**src/rtl/db_arbiter.sv**
```systemverilog
// Round-robin arbiter sharing one data bus between two masters,
// with a per-transaction watchdog that forces completion on a hung bus.
package db_pkg;
  typedef enum logic [1:0] {
    MEM_ACCESS_NONE,
    MEM_ACCESS_READ,
    MEM_ACCESS_WRITE,
    MEM_ACCESS_FETCH
  } MEM_ACCESS_T;

  typedef enum logic [1:0] {
    MEM_LEN_BYTE,
    MEM_LEN_HALF,
    MEM_LEN_WORD,
    MEM_LEN_DWORD
  } MEM_LEN;
endpackage

module db_arbiter
  import db_pkg::*;
#(
  parameter int TIMEOUT = 255
) (
  input  logic        clk,
  input  logic        res,
  input  logic [31:0] m0_addr,
  input  logic [31:0] m0_wdata,
  input  MEM_ACCESS_T m0_accessType,
  input  MEM_LEN      m0_memLen,
  output logic [31:0] m0_rdata,
  output logic        m0_ready,
  output logic        m0_err,
  input  logic [31:0] m1_addr,
  input  logic [31:0] m1_wdata,
  input  MEM_ACCESS_T m1_accessType,
  input  MEM_LEN      m1_memLen,
  output logic [31:0] m1_rdata,
  output logic        m1_ready,
  output logic        m1_err,
  output logic [31:0] db_addr,
  output logic [31:0] db_dataOut,
  output MEM_ACCESS_T db_accessType,
  output MEM_LEN      db_memLen,
  input  logic [31:0] db_dataIn,
  input  logic        db_ready,
  output logic [1:0]  grant
);

  localparam logic [15:0] TMO_M1 = 16'(TIMEOUT - 1);

  typedef enum logic [1:0] {
    S_IDLE,
    S_BUSY0,
    S_BUSY1
  } state_t;

  state_t      state;
  logic        last_grant;
  logic [15:0] cnt;

  logic req0, req1;
  logic own0, own1;
  logic own_req;
  logic tmo;

  always_comb begin
    req0    = (m0_accessType != MEM_ACCESS_NONE);
    req1    = (m1_accessType != MEM_ACCESS_NONE);
    own0    = (state == S_BUSY0);
    own1    = (state == S_BUSY1);
    own_req = (own0 && req0) || (own1 && req1);
    // db_ready wins over a coincident watchdog expiry
    tmo     = (own0 || own1) && (cnt == TMO_M1)
              && !db_ready;
  end

  always_comb begin
    db_addr       = '0;
    db_dataOut    = '0;
    db_accessType = MEM_ACCESS_NONE;
    db_memLen     = MEM_LEN_BYTE;
    unique case (1'b1)
      own0: begin
        db_addr       = m0_addr;
        db_dataOut    = m0_wdata;
        db_accessType = m0_accessType;
        db_memLen     = m0_memLen;
      end
      own1: begin
        db_addr       = m1_addr;
        db_dataOut    = m1_wdata;
        db_accessType = m1_accessType;
        db_memLen     = m1_memLen;
      end
      default: ;
    endcase
  end

  always_comb begin
    m0_ready = !req0 || (own0 && (db_ready || tmo));
    m1_ready = !req1 || (own1 && (db_ready || tmo));
    m0_err   = own0 && req0 && tmo;
    m1_err   = own1 && req1 && tmo;
    m0_rdata = (own0 && db_ready) ? db_dataIn : '0;
    m1_rdata = (own1 && db_ready) ? db_dataIn : '0;
  end

  always_ff @(posedge clk) begin
    if (res) begin
      state      <= S_IDLE;
      grant      <= 2'b00;
      last_grant <= 1'b1;
      cnt        <= '0;
    end else begin
      case (state)
        S_IDLE: begin
          cnt <= '0;
          if (req0 && (!req1 || last_grant)) begin
            state      <= S_BUSY0;
            grant      <= 2'b01;
            last_grant <= 1'b0;
          end else if (req1) begin
            state      <= S_BUSY1;
            grant      <= 2'b10;
            last_grant <= 1'b1;
          end
        end
        S_BUSY0, S_BUSY1: begin
          // covers completion, watchdog expiry and abort
          if (!own_req || db_ready || tmo) begin
            state <= S_IDLE;
            grant <= 2'b00;
            cnt   <= '0;
          end else begin
            cnt <= cnt + 16'd1;
          end
        end
        default: begin
          state <= S_IDLE;
          grant <= 2'b00;
          cnt   <= '0;
        end
      endcase
    end
  end

endmodule

```
**config.mk**
```make
export PLATFORM = sky130hd
export DESIGN_NAME = db_arbiter
export DESIGN_NICKNAME = d
export VERILOG_FILES = /design/src/rtl/db_arbiter.sv
export SDC_FILE = /design/constraint.sdc
export NUM_CORES = 1
export LEC_CHECK = 0
export ABC_AREA = 1
export CELL_PAD_IN_SITES_DETAIL_PLACEMENT = 1
export CELL_PAD_IN_SITES_GLOBAL_PLACEMENT = 1
export CORE_ASPECT_RATIO = 0.9
export CORE_MARGIN = 1.5
export CORE_UTILIZATION = 14
export CTS_CLUSTER_SIZE = 25
export DETAILED_ROUTE_END_ITERATION = 8
export HOLD_SLACK_MARGIN = 0.1
export PLACE_DENSITY_LB_ADDON = 0.1
export SETUP_SLACK_MARGIN = 0.4
export SLEW_MARGIN = 20
export SYNTH_ARGS = -nofsm -noshare
export SYNTH_HDL_FRONTEND = slang
export SYNTH_SLANG_ARGS = --single-unit
```
**constraint.sdc**
```tcl
create_clock -name clk -period 2.6 [get_ports clk]
set_clock_uncertainty 0.15 [all_clocks]
set_input_delay 0.78 -clock clk [delete_from_list [all_inputs] [get_ports clk]]
set_output_delay 0.78 -clock clk [all_outputs]
set_load 0.05 [all_outputs]
```
==> metrics.txt, run 1 <==
status finished, violations left; failing checks setup timing; post-synth cell types 25; number of synthesized register bits 19; Num CTS Buffers 3; cell taking the most area after synthesis nand2_1; Syn Inst Count 481; worst hold slack 0.3355 ns; vias per cell approximately 4.5; Clock H-tree levels 1; final setup fails 69; Detailed Place HPWL 15840 µm; Non-Filler Instances between 1000 and 1500; Slew HR 72.48%; GRT Total Usage 23.02%; RD Place Congestion roughly 0.79; max-slew violation count 0; sequential fraction of the synthesis area 16.08%; setup TNS -1.434 ns; I/O pin count 309; PwrDens 452.6 nW/µm²; DRC 0; critical-path maximum fanout 6; Area Overhead vs Synth 345.7%; Post-Syn Nets 657; DR WL/cell around 22 µm; Finished Cell Area 10550 µm²; arrival time worst endpoint 1.73 ns; Max-cap violations 0; final hold violations 0; crit path launch type flop; Worst setup EP type output port; CP Data Required Time 1.67 ns; CTS sink count 19; CTS tree built; cts hold-fix bufs 0; fin crit share 102.3%; die area around 18000 µm²; gr ovfl total 0; Tmin final 2.661 ns; Hold Path Class flop to flop; Starting Density 14.47%; Fmax achieved between 300 and 400 MHz; R2R setup slack 0.25 ns; top-count cell post-synth nand2_1; RSZ-0062 raised after global routing true; top cell type's share of synthesized area between 20% and 30%; vias in the first global route a little over 5000; antenna viol nets, final 0; Core ar. 16350 µm²; CTS clk-pin slew, worst paths 0.05 ns; clock latency on the worst-skew pair 0.25 ns; largest net degree at the start of global routing 27; Worst-Margin Slew 0.4097 ns; iteration count of the initial detailed-routing pass 4; LEAKAGE 0.004208 µW; Netlist Area Pre-Place 2366 µm²; die height 126.3 µm; Max VDD drop 0.3316 mV; Root Buffer clkbuf_16; DR vias 4771; final setup margin -0.06083 ns; num rows 44; Commonest cells post-synth nand2_1, nor2_1, a21oi_1, inv_1, clkbuf_1; die width 140.0 µm; synth top area cells nand2_1, a21oi_1, dfxtp_1, nor2_1, inv_1; final core occ roughly 65%; Top FF cell, synth dfxtp_1; wirelength, routed between 20000 and 25000 µm; Initial DRC Count around 80; kind of critical path flop to output port; share of layout cells above drive strength 1 65.36%; placed cell areas between 8000 and 9000 µm²; Port Buffers 308; clock buffer depth 2; EDFF count, synth 0; first-pass GRT wire length 31560 µm; ys async rst share 0%; Yosys warnings 0; Inst Count DP 995; fin nets 1020; syn_area_per_cell slightly below 5 µm²; initial antenna violation count 7
==> cells in the final DEF, fill, tap and decap left out, types with 3 or more instances in the layout <==
master,synthesis,routed
nand2_4,0,63
clkdlybuf4s50_1,0,61
nor2_4,1,76
xor2_1,5,5
a21oi_4,0,71
nand2_1,170,47
buf_16,0,13
nand2_8,0,3
diode_2,0,6
nor2_2,1,3
dlygate4sd2_1,0,97
ha_4,0,3
buf_12,0,164
inv_1,48,11
a21oi_2,0,4
buf_4,1,14
buf_6,1,17
inv_2,5,38
dfxtp_1,19,17
xnor2_1,4,4
nor2_1,96,19
clkbuf_16,0,10
dlymetal6s2s_1,0,11
nand2_2,0,57
nand3_1,7,6
==> registers in the layout, summed over array words and instances, names as in the netlist <==
| register | flops |
|---|---|
| state | 2 |
| last_grant | 1 |
| cnt | 16 |
==> stage by stage <==
| step | setup slack, ns | power [µW] |
|---|---|---|
| 3_5_place_dp | -0.3181 | 3455 |
| 2_1_floorplan | 0.1332 | 2119 |
| 4_1_cts | -0.04200 | 4436 |
| 3_3_place_gp | -0.3145 | 3399 |
| 5_1_grt | -0.1371 | 4924 |
| 6_report | -0.06083 | 4773 |
==> where the power goes <==
group,internal [µW],switching [µW]
combinational,1930,2220
clock,209,110
sequential,304,10.2
total,2440,2340
==> layout make-up <==
class | instances | area [µm²]
Antenna cell | 6 | 15.01
Clock buffer | 4 | 78.83
Fill cell | 1650 | 5804
Inverter | 53 | 232.7
Multi-Input combinational cell | 379 | 3791
Sequential cell | 19 | 387.9
Tap cell | 207 | 259.0
Timing Repair Buffer | 387 | 5773
Timing Repair inverter | 1 | 8.758
==> final timing paths <==
| kind | end | cells past startpoint | start |
|---|---|---|---|
| max | m0_ready | 8 | state[0]$_SDFFE_PP0P_ |
| min | cnt[0]$_SDFF_PP0_ | 1 | cnt[0]$_SDFF_PP0_ |
| max reg2reg | cnt[9]$_SDFF_PP0_ | 15 | state[0]$_SDFFE_PP0P_ |
| min reg2reg | cnt[0]$_SDFF_PP0_ | 1 | cnt[0]$_SDFF_PP0_ |
==> critical path, cell delays in order (launching register included) <==
cell and delay [ns]:
dfxtp_4 0.36, buf_6 0.10, ha_4 0.19, buf_12 0.17, buf_6 0.12, buf_6 0.11, inv_1 0.08, o21ai_4 0.19
buf_12 0.16
==> cells by family (layout without fill, tap and decap cells) <==
family | Yosys count | count (layout) | share of synthesized area (%)
flops | 19 | 19 | 16.08
other cells | 0 | 6 | 0
fa+ha+maj | 5 | 5 | 2.644
compound gates | 83 | 83 | 17.77
simple gates | 282 | 282 | 46.38
xor+xnor | 9 | 9 | 3.331
buf+inv | 83 | 445 | 13.80
==> timing repair <==
item,CTS,global route
gates resized for setup,292,128
pin swaps,135,104
gates cloned,13,8
setup buffers,24,6
setup endpoints to repair,151,154
==> metal layers <==
layer | up-vias | track usage (%) | part of all wire, %
li1 | 2218 | - | -
met1 | 2331 | 24.12 | 35
met2 | 182 | 46.85 | 57
met3 | 38 | 4.757 | 5.1
met4 | 2 | 4.768 | 2.6
met5 | - | 0 | 0.063
No activity file was read; power rests on OpenSTA's default activity.
==> run 2: changes to the inputs <==
--- a/config.mk
+++ b/config.mk
@@ -16,7 +16,7 @@
 export HOLD_SLACK_MARGIN = 0.1
 export PLACE_DENSITY_LB_ADDON = 0.1
 export SETUP_SLACK_MARGIN = 0.4
-export SLEW_MARGIN = 20
+export SLEW_MARGIN = 30
 export SYNTH_ARGS = -nofsm -noshare
 export SYNTH_HDL_FRONTEND = slang
 export SYNTH_SLANG_ARGS = --single-unit
==> results of run 2 <==
Final layout, timing and power as in run 1 (identical DEF).
==> run 3: changes to the inputs <==
--- a/config.mk
+++ b/config.mk
@@ -8,11 +8,11 @@
 export ABC_AREA = 1
 export CELL_PAD_IN_SITES_DETAIL_PLACEMENT = 1
 export CELL_PAD_IN_SITES_GLOBAL_PLACEMENT = 1
-export CORE_ASPECT_RATIO = 0.9
-export CORE_MARGIN = 1.5
-export CORE_UTILIZATION = 14
+export CORE_AREA = 2 2 121 123
 export CTS_CLUSTER_SIZE = 25
 export DETAILED_ROUTE_END_ITERATION = 8
+export DIE_AREA = 0 0 123 125
+export DONT_BUFFER_PORTS = 1
 export HOLD_SLACK_MARGIN = 0.1
 export PLACE_DENSITY_LB_ADDON = 0.1
 export SETUP_SLACK_MARGIN = 0.4
==> run 3 against run 2 <==
  * Core utilization shrank 6.6 points
  * Largest power group unchanged
  * Critical endpoint is now m1_err
  * Critical path depth up 1
  * Setup slack better by 0.025 ns
  * The run still ends with setup timing left
  * Critical path type unchanged
==> metrics.txt, run 3 (synthesis gave the netlist of run 1 again) <==
final setup fails 6 (-91%); share of layout cells above drive strength 1 68.62% (+3.3 points); CP top delay family flip-flops; Top reg by flops cnt; met1 wire length 6417 µm (-23%); clock buffer depth 2 (unchanged); fin nets 827 (-19%); die area 15380 µm² (-13%); Switching Share 49.32% (+0.40 points); CTS tree built; max-slew violation count 0 (unchanged); die height 125 µm (-1.1%); failing checks setup timing; Routed met2 length 10720 µm (-21%); DRC 0 (unchanged); RSZ-0062 raised after global routing true; Initial DRC Count 112 (+42%); CTS clk-pin slew, worst paths 0.05 ns (about the same); critical path buffer and inverter count 3 (-3); Max VDD drop 0.2958 mV (-11%); Slew HR 73.00% (+0.52 points); Finished Cell Area 8223 µm² (-22%); Port Buffers 0 (-100%); I/O pin count 309 (unchanged); CTS sink count 19 (unchanged); metal3 WL 1487 µm (+22%); clock latency on the worst-skew pair 0.25 ns (about the same); # diodes 0 (-6); Non-Filler Instances 834 (-21%); Seq pwr share 7.2% (+0.6 points); cells along the critical path inv_4 > ha_4 > nand2_4 > inv_2 > nand2_2 > nor2_4 > nand3_4 > a21oi_4 > buf_12; Worst setup EP type output port; Inst Count DP 781 (-22%); vias in the first global route 4269 (-17%); highest routed layer met4; crit path max-delay cell type dfxtp_4; vias per cell 4.645 (+2.8%); Fmax achieved 379.3 MHz (+0.94%); fin crit share 101.4% (-0.95 points); gr ovfl total 0 (unchanged); max reg flops 16 (unchanged); placed cell areas 6609 µm² (-24%); CP peak stage delay 0.37 ns (about the same); Worst-Margin Slew 0.4020 ns (-0.007763 ns); Logic pwr share 85.5% (-1.3 points); Hold Path Class flop to flop; kind of critical path flop to output port; Max-cap violations 0 (unchanged); Core ar. 14200 µm² (-13%); commonest cells after routing, fill and taps aside buf_12, nand2_1, a21oi_4, nor2_4, nand2_2; Num CTS Buffers 3 (unchanged); critical-path maximum fanout 3 (-3); Starting Density 16.66% (+2.2 points); RD Place Congestion 0.8075 (+2.2%); Root Buffer clkbuf_16; final setup margin -0.03617 ns (+0.02465 ns); status finished, violations left; first-pass GRT wire length 26910 µm (-15%); Area Overhead vs Synth 247.5%; final core occ 57.89% (-6.6 points); PwrDens 526.6 nW/µm² (+16%); initial antenna violation count 0 (-7); arrival time worst endpoint 1.71 ns (-0.02 ns); largest net degree at the start of global routing 22 (-19%); antenna viol nets, final 0 (unchanged); commonest non-fill, non-tap cell in the layout buf_12; CP Data Required Time 1.67 ns (about the same); Regs by FF count cnt: 16 flops, state: 2 flops, last_grant: 1 flops; crit path launch type flop; die width 123 µm (-12%); GRT Total Usage 22.96% (-0.064 points); clock share of power 7.3% (+0.6 points); Tmin final 2.636 ns (-0.02465 ns); LEAKAGE 0.002991 µW (-29%); wirelength, routed 19170 µm (-19%); DR vias 3874 (-19%); final hold violations 0 (unchanged); NetSw 2136 µW (-8.5%); DR WL/cell 22.99 µm (+2.3%); internal power 2195 µW (-10%); Clock H-tree levels 1 (unchanged); Detailed Place HPWL 13340 µm (-16%); num rows 44 (unchanged); iteration count of the initial detailed-routing pass 4 (unchanged)
[run 3: changes by cell type in the layout (fill, tap and decap cells not counted), sizes merged]
cell           change
bufbuf             -1
diode              -6
clkbuf             -1
clkinv             -1
dlygate4sd2       -97
dlymetal6s2s      -11
buf               -22
inv                +1
clkdlybuf4s50     -61
[run 3: worst paths after layout]
path	slack (ns)	start	endpoint	cells after the start
worst min-delay path	0.31	cnt[0]$_SDFF_PP0_	cnt[0]$_SDFF_PP0_	1
worst max-delay path	-0.04	state[1]$_SDFFE_PP0P_	m1_err	9
worst max register to register	0.56	state[1]$_SDFFE_PP0P_	cnt[13]$_SDFF_PP0_	11
worst min register to register	0.31	cnt[0]$_SDFF_PP0_	cnt[0]$_SDFF_PP0_	1
[run 3: cell type report]
class                   count  area, µm²
inverters                  53      220.2
well taps                 184      230.2
repair buffers            195       3852
fillers                  1446       5981
multi-input cells         379       3452
clock inverters             1      5.005
clock buffers               3      75.07
flip-flops and latches     19      387.9
[run 3: stage by stage]
stage	setup WS (ns)	power, µW	TNS, ns	hold WS [ns]
final	-0.03617	4330	-0.08961	0.3066
after global routing	-0.1020	4482	-1.068	0.3622
after CTS	-0.04198	4039	-0.07855	0.3130
after detailed placement	0.1414	2981	0	0.3003
after global placement	0.1804	2938	0	0.2907
after floorplan	0.1332	2119	0	0.2787
[run 3: what timing repair did]
action | CTS | global route
setup endpoints to repair | 136 | 150
pin swaps | 63 | 63
endpoints found under the hold margin | 0 | 0
setup buffers | 20 | 4
resized for setup | 143 | 49
hold buffers | 0 | 0
gates cloned | 16 | 9
[run 3: power by group through the flow]
stage	registers (µW)	logic (µW)	clock network, µW
final	312	3700	317
after CTS	312	3400	324
after floorplan	339	1780	0
after detailed placement	320	2660	0
after global routing	314	3840	331
after global placement	319	2620	0
[run 3: per-layer routing]
layer / up-vias / GRT usage [%]
met5: - / 0
met4: 0 / 6.484
met3: 33 / 6.524
met2: 159 / 44.72
met1: 1860 / 23.15
li1: 1822 / -
==> edit 1, RTL diff (flow settings as in run 2) <==
Set the parameter `TIMEOUT` to 127 (it was 255).
--- a/src/rtl/db_arbiter.sv
+++ b/src/rtl/db_arbiter.sv
@@ -19,7 +19,7 @@
 module db_arbiter
   import db_pkg::*;
 #(
-  parameter int TIMEOUT = 255
+  parameter int TIMEOUT = 127
 ) (
   input  logic        clk,
   input  logic        res,
Formal check against the unedited RTL: no difference found for any inputs over 10 cycles, from zero or initial values; that may be too few to reach the edited logic, so the function may still have changed.
==> edit 1 against run 2 <==
- the run still ends with setup timing left
- critical path depth fell by 2
- total power fell by 14%
- setup slack improved by 0.0094 ns
- routed wire length fell by 16%
- highest routed layer unchanged
- area after synthesis rose by 2.6%
- sequential share of layout area rose by 0.35 points
- register-to-register slack improved by 0.24 ns
- design area fell by 8.7%
- die area rose by 2.6%
- sequential cell count did not move
- critical path type unchanged
- largest power group unchanged
==> edit 1: results <==
metrics = {
    "critical_path": {
        "crit_fanout": 30,
        "cp_slowest_cell": "bufbuf_16",
        "reg2reg_slack_ns": 0.49,
        "cp_top_family": "buffers and inverters",
        "r2r_end": "state[1]",
        "slowest_delay_ns": 0.46,
        "rr_worst_depth": 12,
        "cp-endpoint": "db_dataOut[2]",
    },
    "outcome": {
        "violations": "setup timing",
        "status": "complete, but fails checks",
    },
    "logic_synthesis": {
        "synth_adder_area_share_pct": 2.58,
        "synthesis.nets": 653,
        "yosys-top-cells-count": "nand2_1 (165), nor2_1 (92), a21oi_1 (77)",
        "yosysSeqAreaShare_pct": 15.7,
        "synth_cell_types": 28,
        "synthTopCellsByArea": "nand2_1 (26%), a21oi_1 (16%), dfxtp_1 (16%)",
        "synth-xor-area-share_pct": 3.25,
        "netlist_instances": 477,
        "synth_compound_area_share_pct": 16.5,
    },
    "cells_and_area": {
        "final_core_util_pct": 56.8,
        "reg_top3": "cnt x16, state x2, last_grant x1",
        "nNetsFinal": 987,
        "fill_cells": 1767,
        "drive_gt1_share_pct": 58.0,
    },
    "drt": {
        "wl_per_cell_um": 19.1,
        "wl_met3_um": 1070,
        "drt_iter0_drc": 84,
        "met1_length_um": 7550,
        "wl_met2_um": 11000,
        "vias": 4423,
        "viasPerCell": 4.21,
    },
    "placed_design": {
        "dpl_cell_area_sq_um": 8570,
        "routabilityCongestion": 0.830,
        "dpl.hpwl_um": 15700,
        "dp_slack_ns": -0.399,
        "io_buffers": 308,
        "dp_cells": 1013,
    },
    "timing": {
        "layout_setup_ws_ns": -0.0514,
        "drv_slew": 0,
        "setup_viol": 56,
        "tightest_slew_ns": 0.371,
    },
    "power_and_ir_drop": {
        "combPwrFrac_pct": 84.4,
        "seq_cell_power_mw": 0.312,
        "ir_worst_vdd_mv": 0.320,
        "switchingPower_mw": 2.04,
        "p_leak_nw": 3.53,
    },
    "global_route": {
        "grtUsageMet1_pct": 22.7,
        "use_met3_pct": 4.07,
        "grt_use_met2_pct": 40.1,
        "grt_pass1_vias": 4692,
        "antenna_found_initial": 6,
        "grt_max_degree": 31,
        "grt_use_total_pct": 20.5,
        "grt_first_pass_wirelength_um": 28600,
    },
}
## edit 1: how the worst min path moves through the flow
stage,to,slack (ns),cells after the start
floorplan,cnt[0],0.29,1
global placement,cnt[0],0.31,1
detailed placement,cnt[0],0.34,1
CTS,cnt[0],0.35,1
global route,cnt[0],0.39,1
finish,cnt[0],0.34,1
## edit 1: stage by stage
stage          TNS (ns)  total power [mW]  hold WS, ns
4_1_cts           -1.54              3.89        0.355
6_report          -1.56              4.10        0.341
3_5_place_dp     -22.49              3.28        0.342
5_1_grt           -5.95              4.26        0.389
2_1_floorplan         0              2.07        0.290
3_3_place_gp     -20.07              3.23        0.310
## edit 1: layout make-up
cell class                 count  area share, %
multi-input combinational    378           34.8
inverter                      50           2.05
sequential                    19           4.03
timing repair buffer         359           55.1
tap                          235           3.05
antenna                        5          0.130
clock buffer                   4          0.819
## edit 1: repair_timing
action | in CTS | in global routing
setup buffers | 11 | 3
endpoints found under the setup margin | 137 | 139
pin swaps | 72 | 45
gates cloned | 6 | 8
resized for setup | 147 | 89
==> edit 2, RTL diff (flow settings as in run 2) <==
Without the edit above. Register the output `m0_err`, without a reset; this adds one clock of latency there. The other outputs are not delayed to match.
--- a/src/rtl/db_arbiter.sv
+++ b/src/rtl/db_arbiter.sv
@@ -54,6 +54,8 @@
     S_BUSY1
   } state_t;
 
+  logic m0_err_d;
+
   state_t      state;
   logic        last_grant;
   logic [15:0] cnt;
@@ -99,7 +101,7 @@
   always_comb begin
     m0_ready = !req0 || (own0 && (db_ready || tmo));
     m1_ready = !req1 || (own1 && (db_ready || tmo));
-    m0_err   = own0 && req0 && tmo;
+    m0_err_d = own0 && req0 && tmo;
     m1_err   = own1 && req1 && tmo;
     m0_rdata = (own0 && db_ready) ? db_dataIn : '0;
     m1_rdata = (own1 && db_ready) ? db_dataIn : '0;
@@ -144,5 +146,9 @@
     end
   end
 
+  always_ff @(posedge clk) begin
+    m0_err <= m0_err_d;
+  end
+
 endmodule
 
Function: same outputs for any inputs over 10 cycles, from zero or initial values; that may be too few to reach the edited logic, so the function may still have changed.
==> edit 2 against run 2 <==
- die area rose by 0.83%
- the run still ends with setup timing left
- final cell count down 0.57%
- total power is 0.54% higher
- area after synthesis increased by 0.85%
- setup slack gained 0.029 ns
- sequential cell count increased by 1
- synthesized cell count is 0.21% higher
- critical endpoint is now db_addr[30]
- design area is 1.9% lower
- first-iteration DRC count grew 15%
- routed wire length fell by 3.4%
==> edit 2: results <==
metrics = {
    "global_route": {
        "grt_pass1_vias": 4869,
        "antenna_found_initial": 9,
        "grt_first_pass_wirelength_um": 29800,
        "grt_max_degree": 27,
        "grt_use_total_pct": 21.5,
    },
    "drt": {
        "vias": 4650,
        "wl_per_cell_um": 21.8,
        "drt_iter0_drc": 91,
        "firstDrtPassIters": 4,
        "wl_um": 22900,
    },
    "timing": {
        "setup_viol": 15,
        "slew_headroom_pct": 64.6,
        "layout_setup_ws_ns": -0.0320,
        "fin_tns_setup_ns": -0.226,
    },
    "logic_synthesis": {
        "synth_ff_type": "dfxtp_1",
        "netlist_instances": 482,
        "async_flop_share_pct": 0,
        "synth_warnings": 0,
        "synth_cell_types": 25,
        "synthesis.nets": 658,
        "yosysSeqAreaShare_pct": 16.8,
        "synthTopCellsByArea": "nand2_1 (27%), dfxtp_1 (17%), a21oi_1 (16%)",
        "yosys-top-cells-count": "nand2_1 (170), nor2_1 (96), a21oi_1 (77)",
    },
    "placed_design": {
        "dpl_cell_area_sq_um": 8570,
        "dp_slack_ns": -0.443,
        "dpl.hpwl_um": 15300,
        "dp_cells": 995,
        "io_buffers": 308,
        "routabilityCongestion": 0.815,
    },
    "cts": {
        "cts_made_buffers": 3,
        "clk_pin_slew_worst_paths_ns": 0.06,
        "clockBufferDepth": 2,
        "ctsHtreeMaxLevel": 1,
        "insertion_delay_ns": 0.25,
        "cts_root_buffer": "clkbuf_16",
    },
    "min_path": {
        "hold_class": "reg -> reg",
    },
    "critical_path": {
        "cp.arrival_ns": 1.70,
        "crit_fanout": 6,
    },
    "cells_and_area": {
        "final_cell_area_sq_um": 10300,
        "fill_cells": 1729,
        "drive_gt1_share_pct": 64.7,
        "reg_top3": "cnt x16, state x2",
    },
    "outcome": {
        "violations": "setup timing",
        "status": "complete, but fails checks",
    },
    "power_and_ir_drop": {
        "ir_worst_vdd_mv": 0.367,
        "p_leak_nw": 4.14,
    },
}
edit 2: cell type report:
type	count	area share, %
Antenna cell	5	0.121
Tap cell	211	2.55
Timing Repair inverter	2	0.278
Multi-Input combinational cell	379	35.1
Sequential cell	20	3.94
Clock buffer	4	0.968
Inverter	53	2.18
Timing Repair Buffer	376	54.9
edit 2: per-layer routing:
layer	track usage [%]	up-vias	wire length [um]
met3	4.68	39	1170
met2	43.7	146	13100
met5	0	-	39
li1	-	2202	-
met1	22.1	2257	8050
met4	5.39	6	517
edit 2: worst paths after layout:
check        startpoint     endpoint  slack (ns)  depth (start not counted)
min              cnt[0]       cnt[0]        0.33                          1
min reg2reg      cnt[0]       cnt[0]        0.33                          1
max            state[0]  db_addr[30]       -0.03                          8
max reg2reg    state[0]      cnt[13]        0.26                         14
edit 2: where the power goes:
group          total (mW)  internal (mW)  switching (mW)  leakage [nW]
sequential          0.329          0.319         0.00991         0.163
combinational        4.08           1.90            2.19          3.93
clock               0.386          0.267           0.119        0.0493
total                4.80           2.48            2.32          4.14
edit 2: cell families (layout without fill, tap and decap cells):
| group | after synthesis | count (layout) | share of synthesized area, % |
|---|---|---|---|
| and+or+nand+nor | 282 | 282 | 46.0 |
| AOI/OAI and AO/OA | 83 | 83 | 17.6 |
| adders and majority gates | 5 | 5 | 2.62 |
| buffers and inverters | 83 | 435 | 13.7 |
| xor gates and xnor gates | 9 | 9 | 3.30 |
| DFF | 20 | 20 | 16.8 |
| other | 0 | 5 | 0 |
edit 2: what timing repair did:
action	4_1_cts	5_1_grt
gates cloned	13	12
setup endpoints to repair	150	153
pin swaps	86	98
resized for setup	296	120
buffers inserted	15	6
edit 2: worst max-delay path, stage by stage (launching register included):
cell	delay [ns]
dfxtp_4	0.36
buf_6	0.10
ha_4	0.20
buf_12	0.13
buf_12	0.11
buf_16	0.14
nand2_4	0.06
a21oi_4	0.18
buf_12	0.15
